$ cat config.mk
export PLATFORM = sky130hd
export DESIGN_NAME = multicycle_control
export DESIGN_NICKNAME = d
export VERILOG_FILES = /design/src/rtl/mcc_pkg.sv /design/src/rtl/mcc_alu_decode.sv /design/src/rtl/multicycle_control.sv
export SDC_FILE = /design/constraint.sdc
export NUM_CORES = 1
export LEC_CHECK = 0
export CAP_MARGIN = 20
export CORE_ASPECT_RATIO = 0.8
export CORE_MARGIN = 5
export CORE_UTILIZATION = 50
export CTS_CLUSTER_SIZE = 16
export DETAILED_ROUTE_END_ITERATION = 10
export GPL_TIMING_DRIVEN = 0
export PLACE_DENSITY = 0.78
export REMOVE_ABC_BUFFERS = 1
export SLEW_MARGIN = 30
export SYNTH_ARGS = -nofsm -noshare
export SYNTH_HDL_FRONTEND = slang
export SYNTH_SLANG_ARGS = --single-unit
$ cat constraint.sdc
create_clock -name clk -period 5.9 [get_ports clk]
set_input_delay 1.475 -clock clk [delete_from_list [all_inputs] [get_ports clk]]
set_output_delay 1.475 -clock clk [all_outputs]
set_load 0.01 [all_outputs]
$ cat src/rtl/mcc_pkg.sv
// mcc_pkg: shared states, instruction classes, opcode/funct constants and ALUOp codes.
package mcc_pkg;
  typedef enum logic [2:0] {S_FETCH, S_DECODE, S_EXECUTE, S_MEMORY, S_WRITEBACK} state_e;
  typedef enum logic [2:0] {C_R, C_LW, C_SW, C_BEQ, C_ADDI, C_J, C_JR, C_ILL} iclass_e;
  localparam logic [5:0] OP_RTYPE = 6'b000000;
  localparam logic [5:0] OP_LW    = 6'b100011;
  localparam logic [5:0] OP_SW    = 6'b101011;
  localparam logic [5:0] OP_BEQ   = 6'b000100;
  localparam logic [5:0] OP_ADDI  = 6'b001000;
  localparam logic [5:0] OP_J     = 6'b000010;
  localparam logic [5:0] FN_ADD   = 6'b100000;
  localparam logic [5:0] FN_ADDU  = 6'b100001;
  localparam logic [5:0] FN_SUB   = 6'b100010;
  localparam logic [5:0] FN_SUBU  = 6'b100011;
  localparam logic [5:0] FN_AND   = 6'b100100;
  localparam logic [5:0] FN_OR    = 6'b100101;
  localparam logic [5:0] FN_NOR   = 6'b100111;
  localparam logic [5:0] FN_SLT   = 6'b101010;
  localparam logic [5:0] FN_SLL   = 6'b000000;
  localparam logic [5:0] FN_SRL   = 6'b000010;
  localparam logic [5:0] FN_SRA   = 6'b000011;
  localparam logic [5:0] FN_JR    = 6'b001000;
  localparam logic [3:0] ALU_NONE = 4'b0000;
  localparam logic [3:0] ALU_ADD  = 4'b0001;
  localparam logic [3:0] ALU_SUB  = 4'b0010;
  localparam logic [3:0] ALU_AND  = 4'b0011;
  localparam logic [3:0] ALU_OR   = 4'b0100;
  localparam logic [3:0] ALU_NOR  = 4'b0101;
  localparam logic [3:0] ALU_SLT  = 4'b0110;
  localparam logic [3:0] ALU_SLL  = 4'b0111;
  localparam logic [3:0] ALU_SRL  = 4'b1000;
  localparam logic [3:0] ALU_SRA  = 4'b1001;
  localparam logic [3:0] ALU_ADDU = 4'b1010;
  localparam logic [3:0] ALU_SUBU = 4'b1011;
endpackage

$ cat src/rtl/mcc_alu_decode.sv
// mcc_alu_decode: R-type funct to ALUOp plus legality flag.
module mcc_alu_decode
  import mcc_pkg::*;
(
  input  logic [5:0] funct_i,
  output logic [3:0] alu_op_o,
  output logic       legal_o
);
  always_comb begin
    alu_op_o = ALU_NONE;
    legal_o  = 1'b1;
    case (funct_i)
      FN_ADD:  alu_op_o = ALU_ADD;
      FN_ADDU: alu_op_o = ALU_ADDU;
      FN_SUB:  alu_op_o = ALU_SUB;
      FN_SUBU: alu_op_o = ALU_SUBU;
      FN_AND:  alu_op_o = ALU_AND;
      FN_OR:   alu_op_o = ALU_OR;
      FN_NOR:  alu_op_o = ALU_NOR;
      FN_SLT:  alu_op_o = ALU_SLT;
      FN_SLL:  alu_op_o = ALU_SLL;
      FN_SRL:  alu_op_o = ALU_SRL;
      FN_SRA:  alu_op_o = ALU_SRA;
      default: legal_o = 1'b0;
    endcase
  end
endmodule

$ cat src/rtl/multicycle_control.sv
// multicycle_control: FETCH/DECODE/EXECUTE/MEMORY/WRITEBACK control FSM.
// Define MCC_MEM_WAIT_EN to stretch MEMORY until mem_ready.
module multicycle_control
  import mcc_pkg::*;
#(
  parameter int ALUOP_W = 4
) (
  input  logic               clk,
  input  logic               rst_n,
  input  logic [5:0]         opcode,
  input  logic [5:0]         funct,
  input  logic               mem_ready,
  output logic               RegWrite,
  output logic               MemToReg,
  output logic               MemRead,
  output logic               MemWrite,
  output logic               Branch,
  output logic               Jump,
  output logic               RegDst,
  output logic               ALUSrc,
  output logic [ALUOP_W-1:0] ALUOp,
  output logic               IRWrite,
  output logic               PCWrite,
  output logic               instr_done,
  output logic               illegal
);
  state_e     state_q, state_d;
  logic [5:0] opcode_q, funct_q, op_e, fn_e;
  logic       run_q, r_legal, mem_go;
  logic [3:0] r_alu_op, alu_op;
  iclass_e    cls;
  // DECODE classifies the live IR fields; later states use the latched copy.
  assign op_e = (state_q == S_DECODE) ? opcode : opcode_q;
  assign fn_e = (state_q == S_DECODE) ? funct : funct_q;
  mcc_alu_decode u_alu_decode (.funct_i(fn_e), .alu_op_o(r_alu_op), .legal_o(r_legal));
  assign cls = (op_e == OP_RTYPE) ? ((fn_e == FN_JR) ? C_JR : r_legal ? C_R : C_ILL) :
               (op_e == OP_LW)   ? C_LW   :
               (op_e == OP_SW)   ? C_SW   :
               (op_e == OP_BEQ)  ? C_BEQ  :
               (op_e == OP_ADDI) ? C_ADDI :
               (op_e == OP_J)    ? C_J    : C_ILL;
`ifdef MCC_MEM_WAIT_EN
  assign mem_go = mem_ready;
`else
  logic unused_mem_ready;
  assign unused_mem_ready = mem_ready;
  assign mem_go = 1'b1;
`endif
  assign ALUOp = ALUOP_W'(alu_op);
  // run_q holds outputs low for the cycle after a reset edge.
  always_ff @(posedge clk) begin
    if (!rst_n) begin
      state_q  <= S_FETCH;
      opcode_q <= '0;
      funct_q  <= '0;
      run_q    <= 1'b0;
    end else begin
      state_q <= state_d;
      run_q   <= 1'b1;
      if (run_q && state_q == S_DECODE) begin
        opcode_q <= opcode;
        funct_q  <= funct;
      end
    end
  end
  always_comb begin
    state_d = S_FETCH;
    {RegWrite, MemToReg, MemRead, MemWrite, Branch, Jump, RegDst, ALUSrc} = '0;
    {IRWrite, PCWrite, instr_done, illegal} = '0;
    alu_op = ALU_NONE;
    if (run_q) begin
      case (state_q)
        S_FETCH: begin
          {IRWrite, PCWrite, MemRead} = 3'b111;
          state_d = S_DECODE;
        end
        S_DECODE: begin
          illegal = (cls == C_ILL);
          state_d = illegal ? S_FETCH : S_EXECUTE;
        end
        S_EXECUTE: begin
          ALUSrc     = cls inside {C_LW, C_SW, C_ADDI};
          alu_op     = ALUSrc ? ALU_ADD : (cls == C_BEQ) ? ALU_SUB : (cls == C_R) ? r_alu_op : ALU_NONE;
          Branch     = cls inside {C_BEQ, C_JR};
          Jump       = (cls == C_J);
          instr_done = Branch || Jump;
          state_d    = instr_done ? S_FETCH : (cls inside {C_LW, C_SW}) ? S_MEMORY : S_WRITEBACK;
        end
        S_MEMORY: begin
          MemRead    = (cls == C_LW);
          MemWrite   = (cls == C_SW);
          instr_done = MemWrite && mem_go;
          state_d    = !mem_go ? S_MEMORY : MemWrite ? S_FETCH : S_WRITEBACK;
        end
        S_WRITEBACK: begin
          RegWrite   = 1'b1;
          RegDst     = (cls == C_R);
          MemToReg   = (cls == C_LW);
          instr_done = 1'b1;
        end
        default: state_d = S_FETCH;
      endcase
    end
  end
endmodule

==> summary.json, run 1 <==
{
  "post_drt_via_cell_ratio": {"value": 6.03},
  "timing.critical_path.fanout_max": {"value": 10},
  "max_freq": {"value": 0.189, "unit": "GHz"},
  "area.growth.synth_to_final": {"value": 18.9, "unit": "%"},
  "arrival": {"value": 3.82, "unit": "ns"},
  "synth-seq-area-share": {"value": 0.211},
  "grt_setup_unrepaired": {"value": "no"},
  "placed_cells": {"value": 262},
  "post_cts_resized": {"value": 0},
  "grt_start_max_net_pins": {"value": 19},
  "dp_hpwl": {"value": 3.01, "unit": "mm"},
  "instances_no_fill": {"value": 266},
  "worst_hold_path_depth": {"value": 2},
  "drt-wirelength-per-cell": {"value": 15.1, "unit": "µm"},
  "first_global_vias": {"value": 1442},
  "timing.max_cap.violations": {"value": 0},
  "crit_required": {"value": 4.43, "unit": "ns"},
  "netlist-cell-type-count": {"value": 55},
  "async_reset_ff_frac": {"value": 0},
  "clock_sinks": {"value": 16},
  "drt_iter0_markers": {"value": 106},
  "power_leakage": {"value": 0.621, "unit": "nW"},
  "synth.area.top_cells": {"value": "sky130_fd_sc_hd__dfxtp_1 21%, sky130_fd_sc_hd__nand2_1 9.7%, sky130_fd_sc_hd__a21boi_0 5.9%"},
  "fin_clk_skew": {"value": 0.00397, "unit": "ns"},
  "number_of_buffers_on_the_longest_clock_path": {"value": 2},
  "number_of_antenna_violations_at_the_first_check_in_global_routing": {"value": 0},
  "reg2reg_from": {"value": "state_q[0]$_SDFF_PN0_"},
  "yosys_register_bits": {"value": 16},
  "reg2reg_slack": {"value": 3.77, "unit": "ns"},
  "synth_enable_flop_cells": {"value": 0},
  "hold_violations": {"value": 0},
  "cts_hold_buffers": {"value": 0},
  "buffer_ports.inserted": {"value": 29},
  "final.setup.worst_slack": {"value": 0.604, "unit": "ns"},
  "global_route_wire_length_before_repair": {"value": 6.54, "unit": "mm"},
  "drt_pass1_iterations": {"value": 5},
  "slew_headroom": {"value": 0.530},
  "synth.avg_cell_area": {"value": 7.09, "unit": "µm²"},
  "power_per_cell_area": {"value": 167, "unit": "nW/µm²"},
  "num_antenna_cells": {"value": 0},
  "fin_worst_hold_slack": {"value": 0.483, "unit": "ns"},
  "gpl.final_weighted_congestion": {"value": 0.853},
  "clkSlewWorstSetupHoldPaths": {"value": 0.06, "unit": "ns"},
  "wirelength": {"value": 4.01, "unit": "mm"},
  "synthesis.yosys.warnings": {"value": 0},
  "min-delay-start": {"value": "opcode_q[2]$_SDFFE_PN0P_"},
  "h-tree-depth": {"value": 1},
  "hp-class": {"value": "flop to flop"},
  "critPathKind": {"value": "input pin to primary output"},
  "chipHeight": {"value": 59.3, "unit": "µm"},
  "fp.dieArea": {"value": 4240, "unit": "µm²"},
  "run_status": {"value": "completed"},
  "worst_hold_path.endpoint": {"value": "opcode_q[2]$_SDFFE_PN0P_"},
  "yosysMostFrequentCell": {"value": "sky130_fd_sc_hd__nand2_1"},
  "drive_above_1_share": {"value": 0.0702},
  "regToRegEndpoint": {"value": "state_q[2]$_SDFF_PN0_"},
  "synth_ff_type": {"value": "sky130_fd_sc_hd__dfxtp_1"},
  "cts_root_buf": {"value": "sky130_fd_sc_hd__clkbuf_8"},
  "post_synth_inst_count": {"value": 214},
  "synth_largest_type_area_fraction": {"value": 0.211},
  "globalRouteOverflowTotal": {"value": 0},
  "drt.antenna.violating_nets": {"value": 0},
  "fin_nets": {"value": 244},
  "insertion_delay": {"value": 0.25, "unit": "ns"},
  "report.final.slew_viol_count": {"value": 0},
  "drcViolationCount": {"value": 0},
  "die_x": {"value": 71.6, "unit": "µm"},
  "synth.cell_area": {"value": 1520, "unit": "µm²"},
  "setup_slack_at_placement": {"value": 0.620, "unit": "ns"},
  "ir_drop": {"value": 0.117, "unit": "mV"},
  "io_pins": {"value": 31},
  "synth_commonest_cells": {"value": "39 x sky130_fd_sc_hd__nand2_1, 16 x sky130_fd_sc_hd__dfxtp_1, 16 x sky130_fd_sc_hd__nor2_1"},
  "reg2regPathDepth": {"value": 5},
  "finalSetupViolations": {"value": 0},
  "tns": {"value": 0, "unit": "ns"},
  "cts_setup_buffers": {"value": 0},
  "fp-row-count": {"value": 17},
  "floorplan.initialDensity": {"value": 0.536},
  "grt_usage": {"value": 0.192},
  "core": {"value": 2830, "unit": "µm²"},
  "route.vias.total": {"value": 1605},
  "critPathLaunchType": {"value": "input pin"},
  "period_minus_slack": {"value": 5.30, "unit": "ns"},
  "tritoncts": {"value": "built"},
  "yosysTopAreaCell": {"value": "sky130_fd_sc_hd__dfxtp_1"},
  "numCtsBuffers": {"value": 3},
  "worstMarginPinSlew": {"value": 0.687, "unit": "ns"},
  "fin_crit_sh": {"value": 0.898},
  "crit_path_end_kind": {"value": "primary output"}
}
[cells by family (layout without fill, tap and decap cells)]
family,count (synthesis),in the layout,share of synthesized area
muxes,1,1,0.00660
xor gates and xnor gates,6,6,0.0347
DFF,16,16,0.211
buffers and inverters,26,40,0.0875
AOI/OAI and AO/OA,55,55,0.281
and+or+nand+nor,110,110,0.379
[per-layer routing]
layer | wire (µm) | track usage
met4 | 48 | 0.0617
met5 | 0 | 0
met1 | 1850 | 0.255
met3 | 289 | 0.0458
met2 | 1830 | 0.308
[power breakdown]
part           internal, mW  total, mW  switching (mW)
Sequential            0.112      0.118         0.00658
Combinational        0.0375     0.0839          0.0463
Clock                0.0592     0.0989          0.0397
Total                 0.209      0.301          0.0926
[through the flow]
step                      total power, mW   util  instance area [µm²]
after CTS                           0.302  0.637                 1800
final                               0.301  0.637                 1800
after global placement              0.201  0.618                 1750
after floorplan                     0.171      -                 1410
after global routing                0.315  0.637                 1800
after detailed placement            0.203  0.618                 1750
[cells in the final DEF (no fill, tap or decap), types with 2 or more instances in the layout]
cell type and count:
sky130_fd_sc_hd__a21boi_0 12, sky130_fd_sc_hd__a21oi_1 7, sky130_fd_sc_hd__a22oi_1 2, sky130_fd_sc_hd__a31o_1 2, sky130_fd_sc_hd__a31oi_1 6, sky130_fd_sc_hd__and2_1 4, sky130_fd_sc_hd__and3_1 3, sky130_fd_sc_hd__clkbuf_8 4
sky130_fd_sc_hd__clkdlybuf4s50_1 29, sky130_fd_sc_hd__dfxtp_1 16, sky130_fd_sc_hd__inv_1 6, sky130_fd_sc_hd__nand2_1 39, sky130_fd_sc_hd__nand2b_1 4, sky130_fd_sc_hd__nand3_1 8, sky130_fd_sc_hd__nand4_1 3, sky130_fd_sc_hd__nand4b_1 2
sky130_fd_sc_hd__nor2_1 16, sky130_fd_sc_hd__nor2b_1 6, sky130_fd_sc_hd__nor3_1 11, sky130_fd_sc_hd__nor3b_1 3, sky130_fd_sc_hd__nor4b_1 2, sky130_fd_sc_hd__o211ai_1 2, sky130_fd_sc_hd__o21ai_0 4, sky130_fd_sc_hd__o21ai_1 2
sky130_fd_sc_hd__o22ai_1 2, sky130_fd_sc_hd__o32a_1 2, sky130_fd_sc_hd__xor2_1 5
[worst max-delay path: stages]
cell and delay [ns]:
sky130_fd_sc_hd__clkdlybuf4s50_1 0.67, sky130_fd_sc_hd__nor2b_1 0.29, sky130_fd_sc_hd__a32o_1 0.17, sky130_fd_sc_hd__o211ai_1 0.11, sky130_fd_sc_hd__a21o_4 0.31, sky130_fd_sc_hd__o31ai_2 0.22, sky130_fd_sc_hd__clkdlybuf4s50_1 0.57
[final cells by class]
cell class / instances / area (µm²)
clock buffers: 4 / 55.1
fillers: 268 / 1030
inverters: 7 / 26.3
multi-input cells: 172 / 1060
flip-flops and latches: 16 / 320
well taps: 38 / 47.5
repair buffers: 29 / 290
[flip-flops by register name, indices dropped and copies added (netlist names)]
name	count
run_q	1
opcode_q	6
state_q	3
funct_q	6
[worst max-delay path by stage]
stage | start | to
final | funct[5] | ALUOp[0]
after global routing | funct[5] | ALUOp[0]
after CTS | funct[5] | ALUOp[0]
after detailed placement | funct[5] | ALUOp[0]
after global placement | funct[5] | ALUOp[0]
after floorplan | opcode[5] | ALUOp[0]
(Power assumes the default switching activity.)
==> run 2: changes to the inputs <==
--- a/config.mk
+++ b/config.mk
@@ -6,7 +6,7 @@
 export NUM_CORES = 1
 export LEC_CHECK = 0
 export CAP_MARGIN = 20
-export CORE_ASPECT_RATIO = 0.8
+export CORE_ASPECT_RATIO = 1.25
 export CORE_MARGIN = 5
 export CORE_UTILIZATION = 50
 export CTS_CLUSTER_SIZE = 16
@@ -14,7 +14,7 @@
 export GPL_TIMING_DRIVEN = 0
 export PLACE_DENSITY = 0.78
 export REMOVE_ABC_BUFFERS = 1
-export SLEW_MARGIN = 30
+export SLEW_MARGIN = 20
 export SYNTH_ARGS = -nofsm -noshare
 export SYNTH_HDL_FRONTEND = slang
 export SYNTH_SLANG_ARGS = --single-unit
==> run 2 against run 1 <==
Compared with the run above:
- register-to-register slack got worse by 0.05 ns
- hold slack got worse by 0.0025 ns
- flip-flop and latch count did not move
- highest routed layer unchanged
- clock skew rose by 0.0077 ns
- critical endpoint unchanged
- largest cell class unchanged
==> summary.json, run 2 (synthesized netlist as in run 1, its figures left out) <==
{
  "fin_crit_sh": {"value": 0.887},
  "finalSetupViolations": {"value": 0},
  "hold_violations": {"value": 0},
  "num_antenna_cells": {"value": 0},
  "cts_hold_buffers": {"value": 0},
  "cell_breakdown_of_the_critical_path": {"value": "clkdlybuf4s50_1, nor2b_1, a32o_1, o211ai_1, a21o_4, o31ai_2, clkdlybuf4s50_1"},
  "fp-row-count": {"value": 22},
  "post_cts_resized": {"value": 0},
  "chipHeight": {"value": 71.6, "unit": "µm"},
  "reg2regPathDepth": {"value": 5},
  "area.growth.synth_to_final": {"value": 16.6, "unit": "%"},
  "tns": {"value": 0, "unit": "ns"},
  "number_of_buffers_on_the_longest_clock_path": {"value": 2},
  "crit_path_frequent_cell": {"value": "sky130_fd_sc_hd__clkdlybuf4s50_1"},
  "worstMarginPinSlew": {"value": 0.663, "unit": "ns"},
  "layout.cells.most_common_list": {"value": "39 x sky130_fd_sc_hd__nand2_1, 29 x sky130_fd_sc_hd__clkdlybuf4s50_1, 16 x sky130_fd_sc_hd__nor2_1, 16 x sky130_fd_sc_hd__dfxtp_1, 12 x sky130_fd_sc_hd__a21boi_0"},
  "dp_hpwl": {"value": 2.77, "unit": "mm"},
  "setup_slack_at_placement": {"value": 0.677, "unit": "ns"},
  "placed_cells": {"value": 260},
  "core": {"value": 2920, "unit": "µm²"},
  "h-tree-depth": {"value": 1},
  "numCtsBuffers": {"value": 3},
  "fin_clk_skew": {"value": 0.0117, "unit": "ns"},
  "top_regs": {"value": "funct_q: 6 flops, opcode_q: 6 flops, state_q: 3 flops"},
  "grt_usage": {"value": 0.172},
  "global_route_wire_length_before_repair": {"value": 5.80, "unit": "mm"},
  "timing.max_cap.violations": {"value": 0},
  "wirelength": {"value": 3.66, "unit": "mm"},
  "clkSlewWorstSetupHoldPaths": {"value": 0.08, "unit": "ns"},
  "insertion_delay": {"value": 0.30, "unit": "ns"},
  "period_minus_slack": {"value": 5.23, "unit": "ns"},
  "drt_pass1_iterations": {"value": 4},
  "first_global_vias": {"value": 1313},
  "utilization": {"value": 0.606},
  "drcViolationCount": {"value": 0},
  "critPathMaxStageDelay": {"value": 0.69, "unit": "ns"},
  "gpl.final_weighted_congestion": {"value": 0.838},
  "critPathSlowestCell": {"value": "sky130_fd_sc_hd__clkdlybuf4s50_1"},
  "worst_hold_path_depth": {"value": 2},
  "drt_iter0_markers": {"value": 54},
  "route.vias.total": {"value": 1525},
  "die_x": {"value": 59.3, "unit": "µm"},
  "number_of_antenna_violations_at_the_first_check_in_global_routing": {"value": 0},
  "instances_no_fill": {"value": 263},
  "cts_setup_buffers": {"value": 0},
  "hp-class": {"value": "flop to flop"},
  "floorplan.initialDensity": {"value": 0.520},
  "timing.critical_path.fanout_max": {"value": 10},
  "cts_root_buf": {"value": "sky130_fd_sc_hd__clkbuf_4"},
  "placed_area": {"value": 1750, "unit": "µm²"},
  "fin_nets": {"value": 244},
  "cp-startpoint": {"value": "funct[5]"},
  "arrival": {"value": 3.76, "unit": "ns"},
  "ir_drop": {"value": 0.0992, "unit": "mV"},
  "drive_above_1_share": {"value": 0.0661},
  "min-delay-start": {"value": "opcode_q[4]$_SDFFE_PN0P_"},
  "report.final.slew_viol_count": {"value": 0},
  "grt_setup_unrepaired": {"value": "no"},
  "post_drt_via_cell_ratio": {"value": 5.80},
  "crit_path_end_kind": {"value": "primary output"},
  "crit_required": {"value": 4.43, "unit": "ns"},
  "fin_worst_hold_slack": {"value": 0.481, "unit": "ns"},
  "tritoncts": {"value": "built"},
  "reg2reg_from": {"value": "state_q[0]$_SDFF_PN0_"},
  "mostFrequentLayoutCell": {"value": "sky130_fd_sc_hd__nand2_1"},
  "power_leakage": {"value": 0.606, "unit": "nW"},
  "max_freq": {"value": 0.191, "unit": "GHz"},
  "fp.dieArea": {"value": 4240, "unit": "µm²"},
  "critPathLaunchType": {"value": "input pin"},
  "slew_headroom": {"value": 0.558},
  "n_fill_cell": {"value": 287},
  "stdcell_area": {"value": 1770, "unit": "µm²"},
  "drt.antenna.violating_nets": {"value": 0},
  "final.setup.worst_slack": {"value": 0.666, "unit": "ns"},
  "critPathKind": {"value": "input pin to primary output"},
  "drt-wirelength-per-cell": {"value": 13.9, "unit": "µm"},
  "power_per_cell_area": {"value": 147, "unit": "nW/µm²"},
  "grt_start_max_net_pins": {"value": 19},
  "clock_sinks": {"value": 16},
  "globalRouteOverflowTotal": {"value": 0},
  "report.power.total": {"value": 260, "unit": "µW"},
  "run_status": {"value": "completed"},
  "buffer_ports.inserted": {"value": 29},
  "io_pins": {"value": 31}
}
==> run 2: cell count changes in the layout (fill, tap and decap cells not counted), sizes merged <==
cell and change:
clkbuf -1
==> run 2: area by class of cell <==
| cell class | instances | area (µm²) | share of cell area |
|---|---|---|---|
| timing repair buffer | 29 | 290 | 0.164 |
| sequential | 16 | 320 | 0.181 |
| tap | 36 | 45.0 | 0.0255 |
| clock buffer | 3 | 22.5 | 0.0127 |
| inverter | 7 | 26.3 | 0.0149 |
| multi-input combinational | 172 | 1060 | 0.602 |
==> run 2: worst paths after layout <==
check                                                 to  slack [ns]
worst max register to register     state_q[2]$_SDFF_PN0_        3.72
worst min-delay path            opcode_q[4]$_SDFFE_PN0P_        0.48
worst min register to register  opcode_q[4]$_SDFFE_PN0P_        0.48
worst max-delay path                            ALUOp[0]        0.67
==> run 2: worst max-delay path, delay by kind of cell <==
family	cells	cell delay [ns]
buffers and inverters	2	1.26
and+or+nand+nor	1	0.25
AOI/OAI and AO/OA	4	0.78
==> run 2: per-layer routing <==
layer / vias to the layer above / GRT usage / wire length [µm]
met5: - / 0 / 0
met3: 5 / 0.0252 / 240
met2: 47 / 0.279 / 1690
met4: 0 / 0.0579 / 53
met1: 682 / 0.229 / 1670
li1: 791 / - / -
==> run 2: power by group <==
group          internal, mW  switching, mW
logic                0.0375         0.0446
clock network        0.0238         0.0355
registers             0.112        0.00660
total                 0.173         0.0867
